===== src/rtl/memory_arbiter_pkg.sv =====
// Shared types for the memory arbiter: FSM states and the channel that owns the memory.
package memory_arbiter_pkg;

  typedef enum logic [1:0] {
    IDLE    = 2'd0,
    ACCESS  = 2'd1,
    RESPOND = 2'd2
  } state_t;

  typedef enum logic {
    CH_DATA  = 1'b0,
    CH_INSTR = 1'b1
  } channel_t;

endpackage


===== src/rtl/memory_arbiter.sv =====
// Shares one single-port memory between a data port and an instruction-fetch port, one transaction at a time.
// Success pulses MEM_LATENCY+1 cycles after the request is sampled; requesters hold their request until Success.
module memory_arbiter
  import memory_arbiter_pkg::*;
#(
  parameter int DATA_WIDTH   = 32,
  parameter int ADDR_WIDTH   = 32,
  parameter int MEM_LATENCY  = 1,
  parameter int STARVE_LIMIT = 4
) (
  input  logic                  clk,
  input  logic                  reset,
  input  logic                  dataMemoryReadEnable,
  input  logic                  dataMemoryWriteEnable,
  input  logic [ADDR_WIDTH-1:0] dataMemoryAddress,
  input  logic [DATA_WIDTH-1:0] dataMemoryDataIn,
  input  logic                  instructionMemoryReadEnable,
  input  logic [ADDR_WIDTH-1:0] instructionMemoryAddress,
  output logic                  dataMemorySuccess,
  output logic                  instructionMemorySuccess,
  output logic [DATA_WIDTH-1:0] dataMemoryDataOut,
  output logic [DATA_WIDTH-1:0] instructionMemoryDataOut,
  output logic [ADDR_WIDTH-1:0] memAddress,
  output logic                  memWriteEnable,
  output logic                  memReadEnable,
  output logic [DATA_WIDTH-1:0] memDataIn,
  input  logic [DATA_WIDTH-1:0] memDataOut,
  output logic                  busy
);

  localparam int CNT_W = $clog2(MEM_LATENCY + 1);
  localparam int STV_W = $clog2(STARVE_LIMIT + 1);
  localparam logic [CNT_W-1:0] LAST_BEAT  = CNT_W'(MEM_LATENCY - 1);
  localparam logic [STV_W-1:0] STARVE_MAX = STV_W'(STARVE_LIMIT);

  state_t           state;
  channel_t         gnt_ch;
  logic             gnt_wr;
  logic [CNT_W-1:0] acc_cnt;
  logic [STV_W-1:0] starve_cnt;

  logic                  data_req;
  logic                  instr_req;
  logic                  pick_instr;
  channel_t              nxt_ch;
  logic                  nxt_wr;
  logic [ADDR_WIDTH-1:0] nxt_addr;
  logic [DATA_WIDTH-1:0] nxt_data;

  assign data_req   = dataMemoryReadEnable | dataMemoryWriteEnable;
  assign instr_req  = instructionMemoryReadEnable;
  assign pick_instr = instr_req && (!data_req || starve_cnt == STARVE_MAX);

  // A simultaneous read+write on the data port is a write; reads drive zero write data.
  always_comb begin
    nxt_ch   = pick_instr ? CH_INSTR : CH_DATA;
    nxt_wr   = !pick_instr && dataMemoryWriteEnable;
    nxt_addr = pick_instr ? instructionMemoryAddress : dataMemoryAddress;
    nxt_data = nxt_wr ? dataMemoryDataIn : '0;
  end

  // The mem* output registers double as the latched transaction, so the memory
  // sees nothing but frozen values for the whole ACCESS window.
  always_ff @(posedge clk) begin
    if (reset) begin
      state                    <= IDLE;
      gnt_ch                   <= CH_DATA;
      gnt_wr                   <= 1'b0;
      acc_cnt                  <= '0;
      starve_cnt               <= '0;
      busy                     <= 1'b0;
      dataMemorySuccess        <= 1'b0;
      instructionMemorySuccess <= 1'b0;
      dataMemoryDataOut        <= '0;
      instructionMemoryDataOut <= '0;
      memAddress               <= '0;
      memWriteEnable           <= 1'b0;
      memReadEnable            <= 1'b0;
      memDataIn                <= '0;
    end else begin
      unique case (state)
        IDLE: begin
          if (data_req || instr_req) begin
            state          <= ACCESS;
            acc_cnt        <= '0;
            busy           <= 1'b1;
            gnt_ch         <= nxt_ch;
            gnt_wr         <= nxt_wr;
            memAddress     <= nxt_addr;
            memDataIn      <= nxt_data;
            memWriteEnable <= nxt_wr;
            memReadEnable  <= !nxt_wr;
            if (pick_instr) begin
              starve_cnt <= '0;
            end else if (instr_req && starve_cnt != STARVE_MAX) begin
              starve_cnt <= starve_cnt + 1'b1;
            end
          end
        end
        ACCESS: begin
          if (acc_cnt == LAST_BEAT) begin
            state          <= RESPOND;
            memAddress     <= '0;
            memDataIn      <= '0;
            memWriteEnable <= 1'b0;
            memReadEnable  <= 1'b0;
            if (!gnt_wr) begin
              if (gnt_ch == CH_INSTR) begin
                instructionMemoryDataOut <= memDataOut;
              end else begin
                dataMemoryDataOut <= memDataOut;
              end
            end
            dataMemorySuccess        <= (gnt_ch == CH_DATA);
            instructionMemorySuccess <= (gnt_ch == CH_INSTR);
          end else begin
            acc_cnt <= acc_cnt + 1'b1;
          end
        end
        RESPOND: begin
          state                    <= IDLE;
          busy                     <= 1'b0;
          dataMemorySuccess        <= 1'b0;
          instructionMemorySuccess <= 1'b0;
        end
        default: begin
          state <= IDLE;
        end
      endcase
    end
  end

endmodule


===== config.mk =====
export PLATFORM = sky130hd
export DESIGN_NAME = memory_arbiter
export DESIGN_NICKNAME = d
export VERILOG_FILES = /design/src/rtl/memory_arbiter_pkg.sv /design/src/rtl/memory_arbiter.sv
export SDC_FILE = /design/constraint.sdc
export NUM_CORES = 1
export LEC_CHECK = 0
export ABC_CLOCK_PERIOD_IN_PS = 2300
export CAP_MARGIN = 5
export CELL_PAD_IN_SITES_DETAIL_PLACEMENT = 0
export CELL_PAD_IN_SITES_GLOBAL_PLACEMENT = 1
export CORE_UTILIZATION = 29
export CTS_CLUSTER_SIZE = 40
export DETAILED_ROUTE_END_ITERATION = 10
export PLACE_DENSITY = 0.91
export SYNTH_ARGS = -nofsm -noshare
export SYNTH_HDL_FRONTEND = slang
export SYNTH_SLANG_ARGS = --single-unit

===== constraint.sdc =====
create_clock -name clk -period 2.3 [get_ports clk]
set_clock_uncertainty 0.1 [all_clocks]
set_input_delay 0.345 -clock clk [delete_from_list [all_inputs] [get_ports clk]]
set_output_delay 0.345 -clock clk [all_outputs]
set_load 0.01 [all_outputs]

== Word level (Yosys, flattened, before mapping) ==
Cells that the tools add are included.
Word-level totals
  register bits after elaboration: 141
  bits of input ports: 133
  output and inout port bits: 133
  word-level logic and storage cells: 75
Operators by class
  add/subtract/negate cells: 2
  eq/ne operators: 6
  muxes and demuxes: 27
  bitwise gates (word level): 4
  reduce and logical (&&, ||, !) cells: 22
Operators with widths (number)
  $mux W32: 5
  $pmux W32 S2: 2
  $pmux W1 S2: 6
  $reduce_and A2 Y1: 5
  $mux W1: 9
  $reduce_and A4 Y1: 2
  $reduce_bool A2 Y1: 4
  $mux W3: 2
  $reduce_and A3 Y1: 2
  $mux W2: 2
  $ne A2 B2 Y1 const B: 2
  $pmux W2 S2: 1
  $add A3 B1 Y3 const B: 1
  $eq A3 B3 Y1 const B: 1
  $logic_and A1 B1 Y1: 3
  $logic_not A1 Y1: 3
  $ne A3 B3 Y1 const B: 1
  $not A1 Y1: 3
  $eq A2 B1 Y1 const B: 1
  $eq A2 B2 Y1 const B: 1
  $logic_not A2 Y1: 1
  $logic_or A1 B1 Y1: 2
  $add A1 B1 Y1 const B: 1
  $or A1 B1 Y1: 1

== Depth between registers and ports, before layout ==
Gate-level depths: netlist (run 1).
  word-level depth: 9
  depth in mapped cells: 8

== Least setup slack after synthesis (run 1) ==
OpenSTA, ideal clock, no wires.
  kind: register -> register
  start point: reg state[0]
  end point: reg memAddress[22]
  arrival: 1.645 ns
  path slack: 0.433 ns
  cell stages (with the launch flop): 9
  period minus slack after synthesis: 1.867 ns
  cell sequence: dfxtp_1 > inv_1 > ha_1 > buf_4 > nor4b_4 > o21a_1 > buf_6 > buf_6 > a221o_1
Between the ends
  longest elaborated chain between the ends: 3
  elaborated cells on any way between the ends: 7
RTL lines
  start, declared: RTL line memory_arbiter.sv:36  | state_t state;
  start signal, assigned: RTL line memory_arbiter.sv:66  | state <= IDLE;
  start signal, assigned: RTL line memory_arbiter.sv:84  | state <= ACCESS;
  start signal, assigned: RTL line memory_arbiter.sv:102  | state <= RESPOND;
  $eq A2 B1 Y1 / $logic_not A2 Y1 (equally long branches): RTL line memory_arbiter.sv:81  | unique case (state)
  $ne A2 B2 Y1 (no source line) / $reduce_bool A2 Y1 (equally long branches)
  $reduce_and A3 Y1 (no source line)
  end signal, assigned: RTL line memory_arbiter.sv:89  | memAddress <= nxt_addr;
  end, declared: RTL line memory_arbiter.sv:23  | output logic [ADDR_WIDTH-1:0] memAddress,
Parallel ways exist; a longest one is shown, timed or not.
A chain may end at the register's enable or synchronous reset.

== Worst setup path after layout (run 1) ==
  start point: reg state[0]
  end point: reg memAddress[23]
Same word-level chain as after synthesis.

==> run summary, run 1 <==
setup bufs post-CTS: 0
Layout Cells excl Fill: 1,032
Clk pin slew, worst setup/hold paths: 0.07 ns
final setup vio count: 0
clock share of power: 42.0%
Final Worst Setup Slack: 0.304 ns
CP arrival: 2.20 ns
Post-Syn Area: 5250 µm²
ys flop type: dfxtp_1
Slew headroom: 48.7%
peak supply drop: 0.504 mV
ys async rst share: 0%
number of remaining DRC errors: 0
Int Power: 4.73 mW
HP Class: in -> reg
worst-path maximum fanout: 16
static leakage: 3.17 nW
max_cap viols: 0
most frequent cell after synthesis: dfxtp_1
post-DP HPWL: 11.5 mm
Mapped Cells: 540
Post-synth EDFFs: 0
highest clock rate: 0.501 GHz
Yosys reg bits: 140
Final Hold Viols: 0
# IOs: 266
die height: 137 µm
Via density: 4.85
dpl cell area: 8070 µm²
sw frac: 26.7%
final instance area: 8650 µm²
required time of the critical path: 2.50 ns
critical setup path kind: reg -> reg
Overflow after GRT: 0
Synth cell types: 37
vias in the first global route: 4,896
DIE AREA: 18,600 µm²
fin crit share: 86.8%
DR top layer: met4
Commonest cells post-synth: 140 x dfxtp_1, 133 x nand2_1, 71 x a21oi_1
CP max-delay cell: dfxtp_1
hold_buf cts: 0
syn_area_per_cell: 9.72 µm²
top cells by area, synth: dfxtp_1 53%, nand2_1 9.5%, a21oi_1 6.8%
final setup TNS: 0 ns
clk_lat worst skew: 0.41 ns
Setup crit end kind: flip-flop
Nets: 933
TritonCTS Buffers: 17
CTS tree: built
antenna violations before repair: 0
register area share after synthesis: 53.4%
Flop pwr share: 41.3%
port bufs: 265
Util after Layout: 49.5%
post-CTS sizing: 0
largest buffer count on any clock path: 2
Critical Path Start Type: flip-flop
CTS Sinks: 140
post-synth top area share: 53.4%
global-route wire length before repair: 24.9 mm
CP max stage delay: 0.36 ns
count of pins over their slew limit: 0
area leader, netlist: dfxtp_1
family with the most delay on the worst path: compound AO/OA/AOI/OAI gates
placed instance count: 1,000
Total GRT Usage: 17.4%
post-route ant nets: 0
RSZ-0062 raised after global routing: no
Die W: 137 µm
layout cells sized above 1: 7.56%
starting density of the core: 30.0%
Detailed Route Iter0 Violations: 229
Ys Warns: 0
H-tree levels: 4
routed wl met2: 7.70 mm
Wirelength per Cell: 16.0 µm
core box area: 17,500 µm²
row count: 48
Pwr Density: 746 nW/µm²
Design Power: 6.45 mW
met3 WL: 1.72 mm
n_diodes: 0
largest net degree at the start of global routing: 70
Place WS: 0.0740 ns
worst slew pin tran: 0.770 ns
Buffers & Inverters on Critical Path: 2
Metal-1 WL: 6.86 mm
CP cell instances: inv_1 > ha_1 > nor4b_4 > o21a_2 > buf_4 > a221o_1
routed via count: 5,008
NetSw: 1.72 mW
Area Growth Syn to Fin: 64.8%
Placer Congestion: 0.787
status: complete, no violations
Mapped Nets: 679
Total Wirelength: 16.5 mm
Min Hold Slack: 0.153 ns
FILL cells: 1,647
min Tclk post-route: 2.00 ns
CTS root buffer: clkbuf_16
TritonRoute pass-1 iters: 6
Gate power share: 16.7%
-- placed cells by master, fill, tap and decap left out, drive strengths merged, types with 2 or more instances in the layout --
cell           count
dfxtp            140
nor2               7
and4              32
clkinv             3
mux2i              2
a21oi             71
or3                2
o21ai              2
a22o              32
nand2b             2
nor3b              3
a221o             32
o21a               3
inv               16
nand3              3
buf               20
clkdlybuf4s50    264
nand2            133
clkinvlp           2
clkbuf            17
ha                 6
-- layout make-up --
class	instances	area [µm²]	share of cell area [%]
Timing Repair Buffer	284	2830	32.7
Sequential cell	140	2800	32.4
Multi-Input combinational cell	344	2130	24.7
Clock buffer	17	425	4.92
Tap cell	225	282	3.25
Clock inverter	15	154	1.78
Inverter	7	26.3	0.304
-- path summary, 6_finish.rpt --
check,start,to,slack (ns),depth (start not counted)
max,state[0],memAddress[23],0.30,6
min,reset,gnt_wr,0.15,2
max reg2reg,state[0],memAddress[23],0.30,6
min reg2reg,instructionMemoryDataOut[18],instructionMemoryDataOut[18],0.35,2
-- power groups by stage --
| stage | logic (mW) | clock network (mW) | registers [mW] |
|---|---|---|---|
| 3_3_place_gp | 1.08 | 0 | 2.71 |
| 6_report | 1.08 | 2.71 | 2.66 |
| 4_1_cts | 1.09 | 2.77 | 2.66 |
| 3_5_place_dp | 1.09 | 0 | 2.72 |
| 5_1_grt | 1.16 | 2.88 | 2.68 |
| 2_1_floorplan | 0.397 | 0 | 2.78 |
-- sequential cells by signal, indices dropped and copies added, names as in the netlist --
name and cells:
dataMemoryDataOut 32, memAddress 32, instructionMemorySuccess 1, gnt_wr 1
memDataIn 32, state 2, memReadEnable 1, starve_cnt 3
gnt_ch 1, busy 1, memWriteEnable 1, instructionMemoryDataOut 32
dataMemorySuccess 1
-- cell families (layout without fill, tap and decap cells) --
kind of cell	Yosys count	after routing	share of synthesized area, %
buffers and inverters	56	323	6.13
adders and majority gates	6	6	1.43
muxes	2	2	0.381
DFF	140	140	53.4
AOI/OAI and AO/OA	147	147	20.4
and+or+nand+nor	189	189	18.2
-- metal layers --
layer | vias to the layer above | GRT usage, %
met5 | - | 0
met4 | 0 | 5.99
met1 | 2357 | 19.4
met2 | 198 | 29.6
li1 | 2439 | -
met3 | 14 | 7.37
No activity file was read; power rests on OpenSTA's default activity.
==> run 2, diff against run 1 <==
- CORE_UTILIZATION: 29 -> 45
- DONT_BUFFER_PORTS: not set -> 1
- PLACE_DENSITY: 0.91 -> 0.88
==> run summary, run 2 (synthesis gave the netlist of run 1 again) <==
commonest cells after routing, fill and taps aside: 140 x dfxtp_1, 133 x nand2_1, 97 x dlygate4sd3_1, 71 x a21oi_1 (was 264 x clkdlybuf4s50_1, 140 x dfxtp_1, 133 x nand2_1, 71 x a21oi_1)
Die W: 110 µm (was 137 µm)
# IOs: 266 (unchanged)
NetSw: 1.53 mW (was 1.72 mW)
most common cell after layout, fill and taps aside: dfxtp_1 (was clkdlybuf4s50_1)
Reg-to-Reg End: instructionMemoryDataOut[22] (was memAddress[23])
worst-path maximum fanout: 32 (was 16)
dpl cell area: 5230 µm² (was 8070 µm²)
post-DP HPWL: 8.73 mm (was 11.5 mm)
highest clock rate: 0.464 GHz (was 0.501 GHz)
Int Power: 4.28 mW (was 4.73 mW)
worst hold stages: 2 (unchanged)
Util after Layout: 59.5% (was 49.5%)
min Tclk post-route: 2.16 ns (was 2.00 ns)
Design Power: 5.81 mW (was 6.45 mW)
layout cells sized above 1: 8.08% (was 7.56%)
Layout Cells excl Fill: 774 (was 1,032)
H-tree levels: 4 (unchanged)
TritonCTS Buffers: 17 (unchanged)
critical setup path kind: reg -> reg (unchanged)
number of remaining DRC errors: 0 (unchanged)
count of pins over their slew limit: 0 (unchanged)
starting density of the core: 46.2% (was 30.0%)
Detailed Route Iter0 Violations: 283 (was 229)
sw frac: 26.4% (was 26.7%)
Critical Path Start Type: flip-flop (unchanged)
final setup vio count: 0 (unchanged)
placed instance count: 644 (was 1,000)
global-route wire length before repair: 20.4 mm (was 24.9 mm)
Wirelength per Cell: 18.2 µm (was 16.0 µm)
CTS Sinks: 140 (unchanged)
CP arrival: 2.41 ns (was 2.20 ns)
Placer Congestion: 0.713 (was 0.787)
Min Hold Slack: 0.0341 ns (was 0.153 ns)
post-route ant nets: 0 (unchanged)
status: complete, no violations (unchanged)
antenna violations before repair: 0 (unchanged)
Total GRT Usage: 22.0% (was 17.4%)
DIE AREA: 12,100 µm² (was 18,600 µm²)
peak supply drop: 0.421 mV (was 0.504 mV)
static leakage: 2.53 nW (was 3.17 nW)
CTS tree: built (unchanged)
final setup TNS: 0 ns (unchanged)
port bufs: 0 (was 265)
die height: 110 µm (was 137 µm)
vias in the first global route: 4,368 (was 4,896)
reg-to-reg critical path startpoint: state[1] (was state[0])
max_cap viols: 0 (unchanged)
Flop pwr share: 47.6% (was 41.3%)
Slew headroom: 52.1% (was 48.7%)
largest net degree at the start of global routing: 74 (was 70)
Area Growth Syn to Fin: 28.9% (was 64.8%)
Setup crit end kind: flip-flop (unchanged)
Nets: 757 (was 933)
largest buffer count on any clock path: 2 (unchanged)
final instance area: 6770 µm² (was 8650 µm²)
HP Class: in -> reg (unchanged)
routed via count: 4,384 (was 5,008)
required time of the critical path: 2.55 ns (was 2.50 ns)
Total Wirelength: 14.1 mm (was 16.5 mm)
fin crit share: 93.8% (was 86.8%)
Final Worst Setup Slack: 0.143 ns (was 0.304 ns)
clock share of power: 42.2% (was 42.0%)
Via density: 5.66 (was 4.85)
Reg2Reg Setup Slack: 0.14 ns (was 0.30 ns)
clk_lat worst skew: 0.40 ns (was 0.41 ns)
Final Hold Viols: 0 (unchanged)
Place WS: 0.266 ns (was 0.0740 ns)
Pwr Density: 859 nW/µm² (was 746 nW/µm²)
Hold Path Origin: dataMemoryWriteEnable (was reset)
row count: 39 (was 48)
Clk pin slew, worst setup/hold paths: 0.06 ns (was 0.07 ns)
Overflow after GRT: 0 (unchanged)
TritonRoute pass-1 iters: 4 (was 6)
FILL cells: 940 (was 1,647)
CTS root buffer: clkbuf_16 (unchanged)
Gate power share: 10.1% (was 16.7%)
core box area: 11,400 µm² (was 17,500 µm²)
Worst R2R Path Depth: 7 (was 6)
Hold Path End: memWriteEnable (was gnt_wr)
n_diodes: 0 (unchanged)
RSZ-0062 raised after global routing: no (unchanged)
worst slew pin tran: 0.718 ns (was 0.770 ns)
[run 2: cell types whose count changed in the layout (fill, tap and decap cells not counted), moves of 3 or more]
cell             delta
inv_6               -3
clkinvlp_4          +5
clkdlybuf4s50_1   -264
inv_8               -3
dlygate4sd3_1      +97
buf_4               -8
[run 2: cell type report]
class                      instances  area [µm²]  area share, %
clock buffer                      19         443           6.54
clock inverter                    13        93.8           1.39
inverter                           7        26.3          0.388
multi-input combinational        344        2130           31.5
sequential                       140        2800           41.4
tap                              143         179           2.64
timing repair buffer             108        1090           16.1
[run 2: how the worst max path moves through the flow]
stage | depth (start not counted) | startpoint | endpoint | slack (ns)
3_3_place_gp | 5 | state[1] | dataMemoryDataOut[24] | 0.39
5_1_grt | 7 | state[1] | instructionMemoryDataOut[22] | 0.008
2_1_floorplan | 8 | state[0] | memAddress[22] | 0.43
3_5_place_dp | 6 | state[1] | memAddress[25] | 0.27
4_1_cts | 7 | state[1] | instructionMemoryDataOut[22] | 0.08
6_report | 7 | state[1] | instructionMemoryDataOut[22] | 0.14
[run 2: critical path, cell delays in order, from the launching register on]
cell	delay [ns]
dfxtp_1	0.35
inv_1	0.09
ha_1	0.28
nand3b_1	0.12
buf_4	0.33
nand2_1	0.11
a21oi_1	0.14
dlygate4sd3_1	0.56
[run 2: repair_timing]
item | CTS | global route
endpoints found under the setup margin | 0 | 1
resized for setup | 0 | 1
hold endpoints to repair | 137 | 0
hold buffers | 98 | 0
setup buffers | 0 | 0
[run 2: per-layer routing]
metal | vias to the layer above | global-route usage, % | wire length (µm)
met4 | 0 | 10.1 | 172
met3 | 16 | 7.35 | 1290
met5 | - | 0 | 0
li1 | 2091 | - | -
met2 | 212 | 40.4 | 7270
met1 | 2065 | 22.4 | 5390
[run 2: power groups by stage]
stage	combinational (mW)	clock [mW]	sequential [mW]
6_report	0.589	2.45	2.77
5_1_grt	0.644	2.62	2.78
4_1_cts	0.579	2.50	2.76
3_5_place_dp	0.411	0	2.82
3_3_place_gp	0.388	0	2.81
2_1_floorplan	0.397	0	2.78
==> run 3, diff against run 2 <==
- CELL_PAD_IN_SITES_DETAIL_PLACEMENT: 0 -> not set
- CELL_PAD_IN_SITES_GLOBAL_PLACEMENT: 1 -> not set
- CORE_AREA: not set -> 2 2 104 106
- CORE_UTILIZATION: 45 -> not set
- DIE_AREA: not set -> 0 0 106 108
- PLACE_DENSITY: 0.88 -> 0.76
- SLEW_MARGIN: not set -> 20
==> run summary, run 3 (synthesis gave the netlist of run 1 again) <==
status: complete, no violations (unchanged)
row count: 37 (was 39)
core box area: 10,200 µm² (was 11,400 µm²)
DIE AREA: 11,400 µm² (was 12,100 µm²)
Area Growth Syn to Fin: 31.2% (was 28.9%)
routed via count: 4,617 (was 4,384)
HP Class: in -> reg (unchanged)
fin crit share: 91.3% (was 93.8%)
die height: 108 µm (was 110 µm)
worst slew pin tran: 0.730 ns (was 0.718 ns)
GR Util met3: 9.28% (was 7.35%)
Total GRT Usage: 26.7% (was 22.0%)
area of the multi-input gates: 2130 µm² (unchanged)
Design Power: 6.36 mW (was 5.81 mW)
GR Layer Usage met1: 27.0% (was 22.4%)
post-CTS sizing: 0 (unchanged)
Placer Congestion: 0.737 (was 0.713)
Detailed Route Iter0 Violations: 369 (was 283)
Setup crit end kind: flip-flop (unchanged)
RSZ-0062 raised after global routing: no (unchanged)
Total Wirelength: 15.9 mm (was 14.1 mm)
Die W: 106 µm (was 110 µm)
number of remaining DRC errors: 0 (unchanged)
n_diodes: 0 (unchanged)
required time of the critical path: 2.63 ns (was 2.55 ns)
H-tree levels: 4 (unchanged)
met2 Use GR: 48.4% (was 40.4%)
Slew headroom: 51.4% (was 52.1%)
largest buffer count on any clock path: 2 (unchanged)
TritonCTS Buffers: 17 (unchanged)
setup bufs post-CTS: 0 (unchanged)
global-route wire length before repair: 24.1 mm (was 20.4 mm)
CTS root buffer: clkbuf_8 (was clkbuf_16)
Final Hold Viols: 0 (unchanged)
commonest cells after routing, fill and taps aside: 140 x dfxtp_1, 133 x nand2_1, 99 x dlygate4sd3_1, 71 x a21oi_1 (was 140 x dfxtp_1, 133 x nand2_1, 97 x dlygate4sd3_1, 71 x a21oi_1)
post-route ant nets: 0 (unchanged)
worst-path maximum fanout: 32 (unchanged)
Util after Layout: 67.3% (was 59.5%)
CTS Sinks: 140 (unchanged)
highest clock rate: 0.476 GHz (was 0.464 GHz)
CP arrival: 2.43 ns (was 2.41 ns)
clk_lat worst skew: 0.49 ns (was 0.40 ns)
max_cap viols: 0 (unchanged)
static leakage: 2.60 nW (was 2.53 nW)
register area: 2800 µm² (unchanged)
largest net degree at the start of global routing: 76 (was 74)
CTS tree: built (unchanged)
TritonRoute pass-1 iters: 7 (was 4)
final setup vio count: 0 (unchanged)
port bufs: 0 (unchanged)
min Tclk post-route: 2.10 ns (was 2.16 ns)
most common cell after layout, fill and taps aside: dfxtp_1 (unchanged)
Wirelength per Cell: 20.7 µm (was 18.2 µm)
FILL cells: 762 (was 940)
# IOs: 266 (unchanged)
peak supply drop: 0.498 mV (was 0.421 mV)
Pwr Density: 924 nW/µm² (was 859 nW/µm²)
vias in the first global route: 4,753 (was 4,368)
post-DP HPWL: 9.10 mm (was 8.73 mm)
antenna violations before repair: 0 (unchanged)
final setup TNS: 0 ns (unchanged)
starting density of the core: 51.3% (was 46.2%)
Critical Path Start Type: flip-flop (unchanged)
Nets: 758 (was 757)
Clk pin slew, worst setup/hold paths: 0.06 ns (about the same)
count of pins over their slew limit: 0 (unchanged)
hold_buf cts: 100 (was 98)
Overflow after GRT: 0 (unchanged)
Via density: 6.02 (was 5.66)
layout cells sized above 1: 7.61% (was 8.08%)
grt peak-use layer: met2 (unchanged)
critical setup path kind: reg -> reg (unchanged)
run 3: cell types whose count changed in the layout (fill, tap and decap cells not counted), moves of 2 or more:
| cell | delta |
|---|---|
| dlygate4sd3_1 | +2 |
| clkinv_4 | +2 |
| clkinv_2 | -3 |
| clkinvlp_4 | -6 |
| bufinv_16 | +5 |
| clkbuf_8 | +3 |
| inv_6 | -2 |
run 3: area by class of cell:
type                            instances  area share [%]
Clock buffer                           22            6.72
Clock inverter                          9            2.67
Timing Repair Buffer                  109            16.1
Inverter                                7           0.381
Multi-Input combinational cell        344            31.0
Tap cell                              136            2.47
Sequential cell                       140            40.7
run 3: final timing paths:
| kind | from | to | slack [ns] | depth (start not counted) |
|---|---|---|---|---|
| max | state[1] | memAddress[26] | 0.20 | 6 |
| min | dataMemoryWriteEnable | state[1] | 0.03 | 3 |
| max reg2reg | state[1] | memAddress[26] | 0.20 | 6 |
| min reg2reg | starve_cnt[1] | starve_cnt[1] | 0.37 | 2 |
run 3: per-layer routing:
layer	part of all wire, %	vias to the layer above
li1	-	2096
met1	36	2239
met2	52	237
met3	8.8	45
met4	3.4	0
met5	0	-
run 3: worst max-delay path, stage by stage (launching register included):
cell,delay (ns)
dfxtp_1,0.36
inv_1,0.09
ha_1,0.29
nand2b_1,0.23
a2111oi_4,0.33
buf_4,0.40
a221o_1,0.23
run 3: where the power goes:
group / switching [mW] / leakage, nW / internal [mW]
combinational: 0.323 / 1.15 / 0.294
sequential: 0.191 / 1.14 / 2.58
clock: 1.01 / 0.312 / 1.96
run 3: through the flow:
| stage | setup WS, ns | hold slack, ns | area (µm²) | instances |
|---|---|---|---|---|
| after detailed placement | 0.264 | 0.333 | 5230 | 636 |
| after floorplan | 0.433 | 0.349 | 5250 | 540 |
| after global placement | 0.342 | 0.329 | 5230 | 636 |
| after CTS | 0.248 | 0.0000254 | 6890 | 767 |
| final | 0.200 | 0.0289 | 6890 | 767 |
| after global routing | 0.0469 | 0.0116 | 6890 | 767 |
